==> src/rtl/result_writeback_if.sv <==
// Result stream (engine -> write-back) and RAM write port, bundled for result_writeback.
// The master modport is the write-back block; slave is the engine/RAM side.
interface result_writeback_if #(
  parameter int DATA_W = 16,
  parameter int ADDR_W = 16
);
  logic              result_valid;
  logic [DATA_W-1:0] result_data;
  logic              result_ready;
  logic              RAM_grant;
  logic              RAM_write;
  logic [ADDR_W-1:0] RAM_address;
  logic [DATA_W-1:0] RAM_bus;

  modport master (
    input  result_valid, result_data, RAM_grant,
    output result_ready, RAM_write, RAM_address, RAM_bus
  );

  modport slave (
    output result_valid, result_data, RAM_grant,
    input  result_ready, RAM_write, RAM_address, RAM_bus
  );
endinterface

==> src/rtl/result_writeback.sv <==
// Write-back DMA: buffers engine results in a small FIFO and writes them row-major to RAM
// from a base address, then pulses finish_write for one cycle.
module result_writeback #(
  parameter int DATA_W     = 16,
  parameter int ADDR_W     = 16,
  parameter int FIFO_DEPTH = 8
) (
  input  logic              clk,
  input  logic              rst_n,
  input  logic              start,
  input  logic [ADDR_W-1:0] address,
  input  logic [4:0]        outSize,
  input  logic              relu,
  output logic              busy,
  output logic              finish_write,
  result_writeback_if.master wb
);
  localparam int PTR_W = $clog2(FIFO_DEPTH);
  localparam int CNT_W = PTR_W + 1;
  localparam logic [CNT_W-1:0] FULL_CNT = CNT_W'(FIFO_DEPTH);

  localparam logic [1:0] S_IDLE = 2'd0;
  localparam logic [1:0] S_RUN  = 2'd1;
  localparam logic [1:0] S_DONE = 2'd2;

  logic [1:0]        state_q, state_d;
  logic [ADDR_W-1:0] base_q, base_d;
  logic              relu_q, relu_d;
  logic [9:0]        total_q, total_d;
  logic [9:0]        cnt_in_q, cnt_in_d;
  logic [9:0]        cnt_out_q, cnt_out_d;
  logic [PTR_W-1:0]  wr_ptr_q, wr_ptr_d;
  logic [PTR_W-1:0]  rd_ptr_q, rd_ptr_d;
  logic [CNT_W-1:0]  count_q, count_d;
  logic [DATA_W-1:0] mem_q [FIFO_DEPTH];
  logic [DATA_W-1:0] mem_d [FIFO_DEPTH];
  logic              ready_q, ready_d;
  logic              ram_write_q, ram_write_d;
  logic [ADDR_W-1:0] ram_addr_q, ram_addr_d;
  logic [DATA_W-1:0] ram_bus_q, ram_bus_d;
  logic              busy_q, busy_d;
  logic              finish_q, finish_d;

  logic [9:0]        total_s;
  logic              push_s;
  logic              pop_s;
  logic [DATA_W-1:0] push_word_s;

  assign total_s     = {5'd0, outSize} * {5'd0, outSize};
  assign push_s      = ready_q && wb.result_valid && (state_q == S_RUN);
  assign pop_s       = (state_q == S_RUN) && (count_q != {CNT_W{1'b0}}) && wb.RAM_grant;
  assign push_word_s = (relu_q && wb.result_data[DATA_W-1]) ? {DATA_W{1'b0}} : wb.result_data;

  // Next-state logic: job control, FIFO bookkeeping and the registered RAM write port.
  always_comb begin
    state_d     = state_q;
    base_d      = base_q;
    relu_d      = relu_q;
    total_d     = total_q;
    cnt_in_d    = cnt_in_q;
    cnt_out_d   = cnt_out_q;
    wr_ptr_d    = wr_ptr_q;
    rd_ptr_d    = rd_ptr_q;
    count_d     = count_q;
    mem_d       = mem_q;
    ram_write_d = 1'b0;
    ram_addr_d  = ram_addr_q;
    ram_bus_d   = ram_bus_q;
    case (state_q)
      S_IDLE: begin
        if (start) begin
          base_d    = address;
          relu_d    = relu;
          total_d   = total_s;
          cnt_in_d  = 10'd0;
          cnt_out_d = 10'd0;
          wr_ptr_d  = {PTR_W{1'b0}};
          rd_ptr_d  = {PTR_W{1'b0}};
          count_d   = {CNT_W{1'b0}};
          state_d   = (total_s == 10'd0) ? S_DONE : S_RUN;
        end else begin
          state_d = S_IDLE;
        end
      end
      S_RUN: begin
        if (push_s) begin
          mem_d[wr_ptr_q] = push_word_s;
          wr_ptr_d        = wr_ptr_q + PTR_W'(1);
          cnt_in_d        = cnt_in_q + 10'd1;
        end else begin
          wr_ptr_d = wr_ptr_q;
        end
        // The address offset is the write index, so it wraps modulo 2^ADDR_W with the base.
        if (pop_s) begin
          ram_write_d = 1'b1;
          ram_bus_d   = mem_q[rd_ptr_q];
          ram_addr_d  = base_q + ADDR_W'(cnt_out_q);
          rd_ptr_d    = rd_ptr_q + PTR_W'(1);
          cnt_out_d   = cnt_out_q + 10'd1;
          state_d     = ((cnt_out_q + 10'd1) == total_q) ? S_DONE : S_RUN;
        end else begin
          rd_ptr_d = rd_ptr_q;
        end
        case ({push_s, pop_s})
          2'b10:   count_d = count_q + CNT_W'(1);
          2'b01:   count_d = count_q - CNT_W'(1);
          default: count_d = count_q;
        endcase
      end
      S_DONE:  state_d = S_IDLE;
      default: state_d = S_IDLE;
    endcase
    busy_d   = (state_d == S_RUN);
    finish_d = (state_q == S_DONE);
    ready_d  = (state_d == S_RUN) && (count_d != FULL_CNT) && (cnt_in_d < total_d);
  end

  // State and output registers.
  always_ff @(posedge clk or negedge rst_n) begin
    if (!rst_n) begin
      state_q     <= S_IDLE;
      base_q      <= {ADDR_W{1'b0}};
      relu_q      <= 1'b0;
      total_q     <= 10'd0;
      cnt_in_q    <= 10'd0;
      cnt_out_q   <= 10'd0;
      wr_ptr_q    <= {PTR_W{1'b0}};
      rd_ptr_q    <= {PTR_W{1'b0}};
      count_q     <= {CNT_W{1'b0}};
      for (int i = 0; i < FIFO_DEPTH; i++) begin
        mem_q[i] <= {DATA_W{1'b0}};
      end
      ready_q     <= 1'b0;
      ram_write_q <= 1'b0;
      ram_addr_q  <= {ADDR_W{1'b0}};
      ram_bus_q   <= {DATA_W{1'b0}};
      busy_q      <= 1'b0;
      finish_q    <= 1'b0;
    end else begin
      state_q     <= state_d;
      base_q      <= base_d;
      relu_q      <= relu_d;
      total_q     <= total_d;
      cnt_in_q    <= cnt_in_d;
      cnt_out_q   <= cnt_out_d;
      wr_ptr_q    <= wr_ptr_d;
      rd_ptr_q    <= rd_ptr_d;
      count_q     <= count_d;
      mem_q       <= mem_d;
      ready_q     <= ready_d;
      ram_write_q <= ram_write_d;
      ram_addr_q  <= ram_addr_d;
      ram_bus_q   <= ram_bus_d;
      busy_q      <= busy_d;
      finish_q    <= finish_d;
    end
  end

  assign wb.result_ready = ready_q;
  assign wb.RAM_write    = ram_write_q;
  assign wb.RAM_address  = ram_addr_q;
  assign wb.RAM_bus      = ram_bus_q;
  assign busy            = busy_q;
  assign finish_write    = finish_q;
endmodule

==> src/flat_wrapper.sv <==
// flat-port wrapper written by rule: the top's interface ports become plain ports
module result_writeback_flat 
#(
  parameter int DATA_W     = 16,
  parameter int ADDR_W     = 16,
  parameter int FIFO_DEPTH = 8
)
  (clk, rst_n, start, address, outSize, relu, busy, finish_write, wb_result_valid, wb_result_data, wb_RAM_grant, wb_result_ready, wb_RAM_write, wb_RAM_address, wb_RAM_bus);
  result_writeback_if #(.DATA_W(DATA_W), .ADDR_W(ADDR_W)) wb_i ();
  input  logic clk;
  input  logic rst_n;
  input  logic start;
  input  logic [ADDR_W-1:0] address;
  input  logic [4:0] outSize;
  input  logic relu;
  output logic busy;
  output logic finish_write;
  input wire logic [$bits(wb_i.result_valid)-1:0] wb_result_valid;
  input wire logic [$bits(wb_i.result_data)-1:0] wb_result_data;
  input wire logic [$bits(wb_i.RAM_grant)-1:0] wb_RAM_grant;
  output wire logic [$bits(wb_i.result_ready)-1:0] wb_result_ready;
  output wire logic [$bits(wb_i.RAM_write)-1:0] wb_RAM_write;
  output wire logic [$bits(wb_i.RAM_address)-1:0] wb_RAM_address;
  output wire logic [$bits(wb_i.RAM_bus)-1:0] wb_RAM_bus;
  assign wb_i.result_valid = wb_result_valid;
  assign wb_i.result_data = wb_result_data;
  assign wb_i.RAM_grant = wb_RAM_grant;
  assign wb_result_ready = wb_i.result_ready;
  assign wb_RAM_write = wb_i.RAM_write;
  assign wb_RAM_address = wb_i.RAM_address;
  assign wb_RAM_bus = wb_i.RAM_bus;
  result_writeback #(.DATA_W(DATA_W), .ADDR_W(ADDR_W), .FIFO_DEPTH(FIFO_DEPTH)) u_core (.clk(clk), .rst_n(rst_n), .start(start), .address(address), .outSize(outSize), .relu(relu), .busy(busy), .finish_write(finish_write), .wb(wb_i));
endmodule
==> config.mk <==
export PLATFORM = sky130hd
export DESIGN_NAME = result_writeback_flat
export DESIGN_NICKNAME = d
export VERILOG_FILES = /design/src/rtl/result_writeback_if.sv /design/src/rtl/result_writeback.sv /design/src/flat_wrapper.sv
export SDC_FILE = /design/constraint.sdc
export NUM_CORES = 1
export LEC_CHECK = 0
export ABC_AREA = 1
export BUFFER_PORTS_ARGS = -buffer_cell sky130_fd_sc_hd__buf_2
export CAP_MARGIN = 25
export CORE_MARGIN = 4
export CORE_UTILIZATION = 40
export CTS_BUF_LIST = sky130_fd_sc_hd__clkbuf_4 sky130_fd_sc_hd__clkbuf_8
export CTS_CLUSTER_SIZE = 14
export DETAILED_ROUTE_END_ITERATION = 6
export PLACE_DENSITY = 0.64
export SLEW_MARGIN = 10
export SYNTH_ARGS = -nofsm -noshare
export SYNTH_HDL_FRONTEND = slang
export SYNTH_SLANG_ARGS = --single-unit
==> constraint.sdc <==
create_clock -name clk -period 3.1 [get_ports clk]
set_input_delay 0.465 -clock clk [delete_from_list [all_inputs] [get_ports clk]]
set_output_delay 0.465 -clock clk [all_outputs]
set_load 0.03 [all_outputs]
# Yosys cells after proc, flatten, opt, wreduce, memory -nomap -nowiden
# Cells that the tools add are included.
# op_classes
bitwise_logic	2
add_sub_neg	7
multipliers	1
n_reduce_logical	17
n_eq_ne	10
magnitude_cmp	4
n_mux	30
# ops
cell	count
$bwmux W128	1
$mux W16	4
$mux W10	6
$bmux W16 S3	1
$demux W16 S3	1
$pmux W10 S2	2
$add A10 B1 Y10 const B	2
$add A16 B10 Y16	1
$pmux W4 S2	2
$pmux W3 S2	2
$eq A10 B10 Y1	1
$logic_not A10 Y1	1
$lt A10 B10 Y1	1
$mul A5 B5 Y10	1
$mux W3	3
$ge A4 B4 Y1 const B	2
$logic_and A1 B1 Y1	8
$mux W2	4
$not A3 Y4	2
$add A3 B1 Y3 const B	2
$eq A2 B1 Y1 const B	3
$reduce_and A2 Y1	3
$reduce_and A3 Y1	2
$add A4 B1 Y4 const B	1
12 further kinds	15
# word_totals
register_bits	223
wordCells	94
output_inout_bits	36
in_bits	43

# Depth between registers and ports, before layout
# logic_depth
word_depth	9
ltp_mapped	22
ltp_nobuf	22

# Worst setup path before layout
# OpenSTA, ideal clock, no wires.
# synth_timing
kind	input to register
startpoint	input port outSize[2]
endpoint	register u_core.ready_q, in the netlist u_core.wb.result_ready
setup_time_ns	0.077
path_slack_ns	-0.794
arrival_time_ns	3.816
n_path_buf	0
path_stages	21
required_ns	3.023
path_cell_list	inv_1 -> fa_1 -> inv_1 -> fa_1 -> ha_1 -> a31o_2 -> ha_1 -> nand2_1 -> inv_1 -> a21oi_1 -> nand3_1 -> nand3_1 -> o21ai_0 -> ha_1 -> a21oi_1 -> nor2_1 -> a211oi_1 -> nand2_1 -> inv_1 -> nand2_1 -> a21oi_1
# synth_between
elab_chain_cells	8
word_cells_on_any_way	11
classes_between	1 x mul; 1 x order compare; 1 x eq/ne; 5 x mux; 3 x reduce/logical
# synth_lines
item	line	source
start, declared	flat_wrapper.sv:14	input logic [4:0] outSize;
$mul A5 B5 Y10 *	result_writeback.sv:49	assign total_s = {5'd0, outSize} * {5'd0, outSize};
$logic_not A10 Y1	result_writeback.sv:80	state_d = (total_s == 10'd0) ? S_DONE : S_RUN;
$mux W2	result_writeback.sv:80	
$mux W2	result_writeback.sv:71	if (start) begin
$pmux W2 S2	result_writeback.sv:69	case (state_q)
$eq A2 B1 Y1	result_writeback.sv:115	ready_d = (state_d == S_RUN) && (count_d != FULL_CNT) && (cnt_in_d < total_d);
$logic_and A1 B1 Y1	result_writeback.sv:115	
$logic_and A1 B1 Y1 *	result_writeback.sv:115	
via u_core.ready_d	result_writeback.sv:37	logic ready_q, ready_d;
end signal, assigned	result_writeback.sv:150	ready_q <= ready_d;
end, declared	result_writeback.sv:37	
# Mark *: on every way through the listed nets, which the timed path passes. The rest lies on a longest branch.
# A chain may end at the register's enable or synchronous reset.

# Final worst setup path
# Same ends and word-level chain as after synthesis.

==> summary.md <==
| Metric | Value |
|---|---|
| Outcome | finished, violations left |
| Failing checks | negative setup slack |
| WP data required | approximately 3600 ps |
| Leakage power total | 0.006620 µW |
| Pins Over Slew Limit | 0 |
| Antenna violations before repair | 0 |
| Post-synthesis cell count | between 1,000 and 1,500 |
| IO buf count | 78 |
| Vias per cell | slightly above 5 |
| Yosys top cell area share | roughly half |
| Vias in the first global route | 9,342 |
| Critical Path Max Stage Delay | between 500 and 600 ps |
| Yosys cell types | between 40 and 50 |
| GP Congestion | between 0.8 and 0.9 |
| Chip height | ~180 µm |
| Clock transition at path regs | about 70 ps |
| Final core utilization | a little under half |
| Largest net degree at the start of global routing | 86 |
| Ant. Diodes | 0 |
| DRT iter0 DRCs | between 600 and 700 |
| Setup WS pre-CTS | -1010 ps |
| Clock Skews | about 17 ps |
| Crit path max-delay family | adder cells |
| Synth area leaders | dfrtp_1 49%, nand2_1 13%, o21ai_0 8.8%, ha_1 4.0%, inv_1 3.7% |
| Critical Path Fanout Max | 5 |
| CP cell instances | buf_2 > inv_4 > fa_1 > inv_1 > fa_1 > ha_1 > a31o_4 > ha_4 > nand2_2 > inv_2 > nand3_2 > nand2_1 > nand2_1 > nand3_1 > o21ai_2 > ha_1 > a21oi_2 > nor2_1 > a211oi_1 > nand2_1 > inv_1 > nand2_1 > a21oi_2 |
| # IOs | 79 |
| Post-Syn Area | 11,320 µm² |
| Average size of a mapped cell | roughly 8.4 µm² |
| First-pass GRT wire length | around 47,000 µm |
| Area leader, netlist | dfrtp_1 |
| TritonCTS clock tree | built |
| Routed Antenna Nets | 0 |
| H-tree depth | 2 |
| Syn Nets | 1,432 |
| Nets | around 1,500 |
| Starting Density | between 40% and 50% |
| WL final | roughly 29,000 µm |
| Share of layout cells above drive strength 1 | 14.81% |
| CP Launch Point | outSize[2] |
| Area growth from synthesis to layout | 16.31% |
| Die X-Extent | ~180 µm |
| Synthesized flop and latch total | about 220 |
| Die area | 31,050 µm² |
| Critical Path AT | roughly 3900 ps |
| GRT overflow | 0 |
| DRC | 0 |
| Hold Path Class | in2reg |
| Detailed-route via count | roughly 9,500 |
| Post-DP HPWL | between 15,000 and 20,000 µm |
| Routed wire length per instance | 15.45 µm |
| Sequential share of the synthesized area | between 40% and 50% |
| Crit path depth | 23 |
| Pwr dens | approximately 1000 nW/µm² |
| Min cycle time layout | approximately 3500 ps |
| CTS Sinks | roughly 220 |
| Slew @ Worst Pin | 667.7 ps |
| Max-cap viol count | 0 |
| Leading register cell type out of synthesis | dfrtp_1 |
| Core area | between 20,000 and 30,000 µm² |
| Root Buffer | clkbuf_8 |
| Final Cycle Share | 111.5% |
| Critical path class | in2reg |
| Gr usage total | between 10% and 20% |
| Crit end category | register |
| EDFF count, synth | 0 |
| WP buf/inv | 5 |
| Max Freq | between 200 and 300 MHz |
| Ys async rst share | 100.0% |
| Clk_lat worst skew | approximately 550 ps |
| Pre-antenna DRT Iters | 5 |
| Slew Limit Headroom | 55.43% |
| R2R cell count | 17 |
| Cell type of the slowest stage on the worst timing path | fa_1 |
| Unrepaired setup endpoints after global routing | true |
| Bufs on Longest Clock Path | 3 |
| Startpoint Class | input port |
| Crit Reg-Reg Endpoint | u_core.wb.result_ready |
| Num CTS Buffers | 39 |
| Row count | 61 |
| VDD IR-drop max | roughly 340 µV |
| Final WS setup | -356.0 ps |
| Hold Violations, Final | 0 |
| Most frequent CP cell | nand2_1 |
| R2r startpoint | u_core.state_q[1] |
| Synth Warn # | 0 |
| CP Capture Point | u_core.wb.result_ready |
| Setup violations, final | 1 |
| FF-to-FF setup slack | approximately 350 ps |
## worst min path at each step
stage | slack [ps] | start | end | cells past startpoint
3_5_place_dp | 460 | u_core.wb.RAM_bus[2] | u_core.wb.RAM_bus[2] | 2
3_3_place_gp | 460 | u_core.mem_q[86] | u_core.mem_q[86] | 2
6_report | 130 | address[6] | u_core.base_q[6] | 3
4_1_cts | 100 | address[6] | u_core.base_q[6] | 3
2_1_floorplan | 170 | rst_n | u_core.base_q[0] | 0
5_1_grt | 110 | address[3] | u_core.base_q[3] | 3
## cell usage in the layout (no fill, tap or decap), types with 3 or more instances in the layout
master    instances
o21ai_0         196
nand3_1          62
inv_1           109
nand4_4           5
nand2_1         377
o211ai_1          5
nor2_1           87
a21oi_1          17
fa_1              4
buf_4            32
o22ai_1          12
nor3_1            8
o21ai_1          11
a21oi_2           3
clkinv_1          3
nand3_2           4
o221ai_1         26
a31oi_1           4
clkinv_2          4
dfrtp_1         222
mux2i_1          29
ha_1             35
nand4_1          14
o21ai_2           3
clkbuf_8         48
nand2_2           6
clkbuf_4         12
nand3b_1          5
o32ai_1           3
buf_2            77
xor2_1            9
buf_12            3
## cell type report
type                       instances  area, µm²
clock buffer                      60      750.7
clock inverter                    10      117.6
fill                            2698      14690
inverter                         116      442.9
multi-input combinational        949       5087
sequential                       223       5582
tap                              378      473.0
timing repair buffer             114      710.7
## worst reg2reg max path, cell delays in order, from the launching register on
cell	delay (ps)
dfrtp_1	430
inv_1	160
nand2_1	180
nor2_1	160
nand2_2	90
clkinv_1	80
ha_1	230
inv_1	100
fa_1	480
nand2_1	50
o211ai_1	80
o21ai_0	130
nor3_1	180
nand2_1	90
nand2_1	70
inv_1	30
nand2_1	70
a21oi_2	30
## metal layers
metal	GRT usage, %	wire (µm)	vias up	share of wire [%]
met2	29.72	13110	225	46
met1	26.07	13250	4510	46
met4	6.465	817	0	2.9
met5	0	0	-	0
met3	2.719	1407	62	4.9
li1	-	-	4695	-
## registers in the layout (all words and copies together) (netlist names), 2 cells and up
name and flops:
u_core.mem_q 128, u_core.count_q 4, u_core.wr_ptr_q 3, u_core.wb.RAM_bus 16, u_core.state_q 2, u_core.wb.RAM_address 16, u_core.cnt_in_q 10, u_core.base_q 16
u_core.total_q 10, u_core.rd_ptr_q 3, u_core.cnt_out_q 10
## stage by stage
stage	hold slack, ps	setup TNS [ps]	std cells	instance area [µm²]	total power [µW]
6_report	128.6	-356.0	1850	13160	13210
5_1_grt	114.9	-543.6	1850	13160	14380
4_1_cts	95.60	-362.1	1850	13150	13320
3_5_place_dp	460.5	-2795	1778	12240	10260
3_3_place_gp	460.9	-2104	1778	12240	10120
2_1_floorplan	169.4	-602.0	1349	11360	8735
## report_power, final
group	switching [µW]	total [µW]	internal (µW)
clock	1220	2950	1730
combinational	3340	5230	1890
sequential	883	5030	4140
total	5440	13200	7760
## cells in the mapped netlist, drive strengths merged (4+ instances only)
| cell type | n |
|---|---|
| buf | 32 |
| o221ai | 26 |
| fa | 4 |
| nand2 | 384 |
| a31oi | 4 |
| clkinv | 4 |
| o21ai | 210 |
| nor3 | 8 |
| mux2i | 29 |
| nand3b | 5 |
| clkbuf | 29 |
| nor2 | 89 |
| ha | 36 |
| dfrtp | 223 |
| nand4 | 19 |
| a21oi | 20 |
| inv | 112 |
| nand3 | 66 |
| xor2 | 9 |
| o22ai | 12 |
| o211ai | 5 |
## repair_timing
| action | CTS | global route |
|---|---|---|
| gates cloned | 0 | 0 |
| setup buffers | 1 | 0 |
| hold buffers | 1 | 0 |
| endpoints found under the setup margin | 1 | 3 |
| pin swaps | 9 | 5 |
| endpoints found under the hold margin | 82 | 0 |
| resized for setup | 6 | 6 |
## cell families (layout without fill, tap and decap cells)
group,Yosys count,count (layout),synth area share [%]
multiplexers,29,29,2.565
XOR/XNOR,11,11,0.9839
AO/OA/AOI/OAI,294,294,14.60
AND/OR/NAND/NOR,575,575,21.40
buffers and inverters,177,300,6.456
flip-flops,223,223,49.30
adder cells (fa/ha/maj),40,40,4.687
Note: power is estimated with default switching activity, not from simulation.
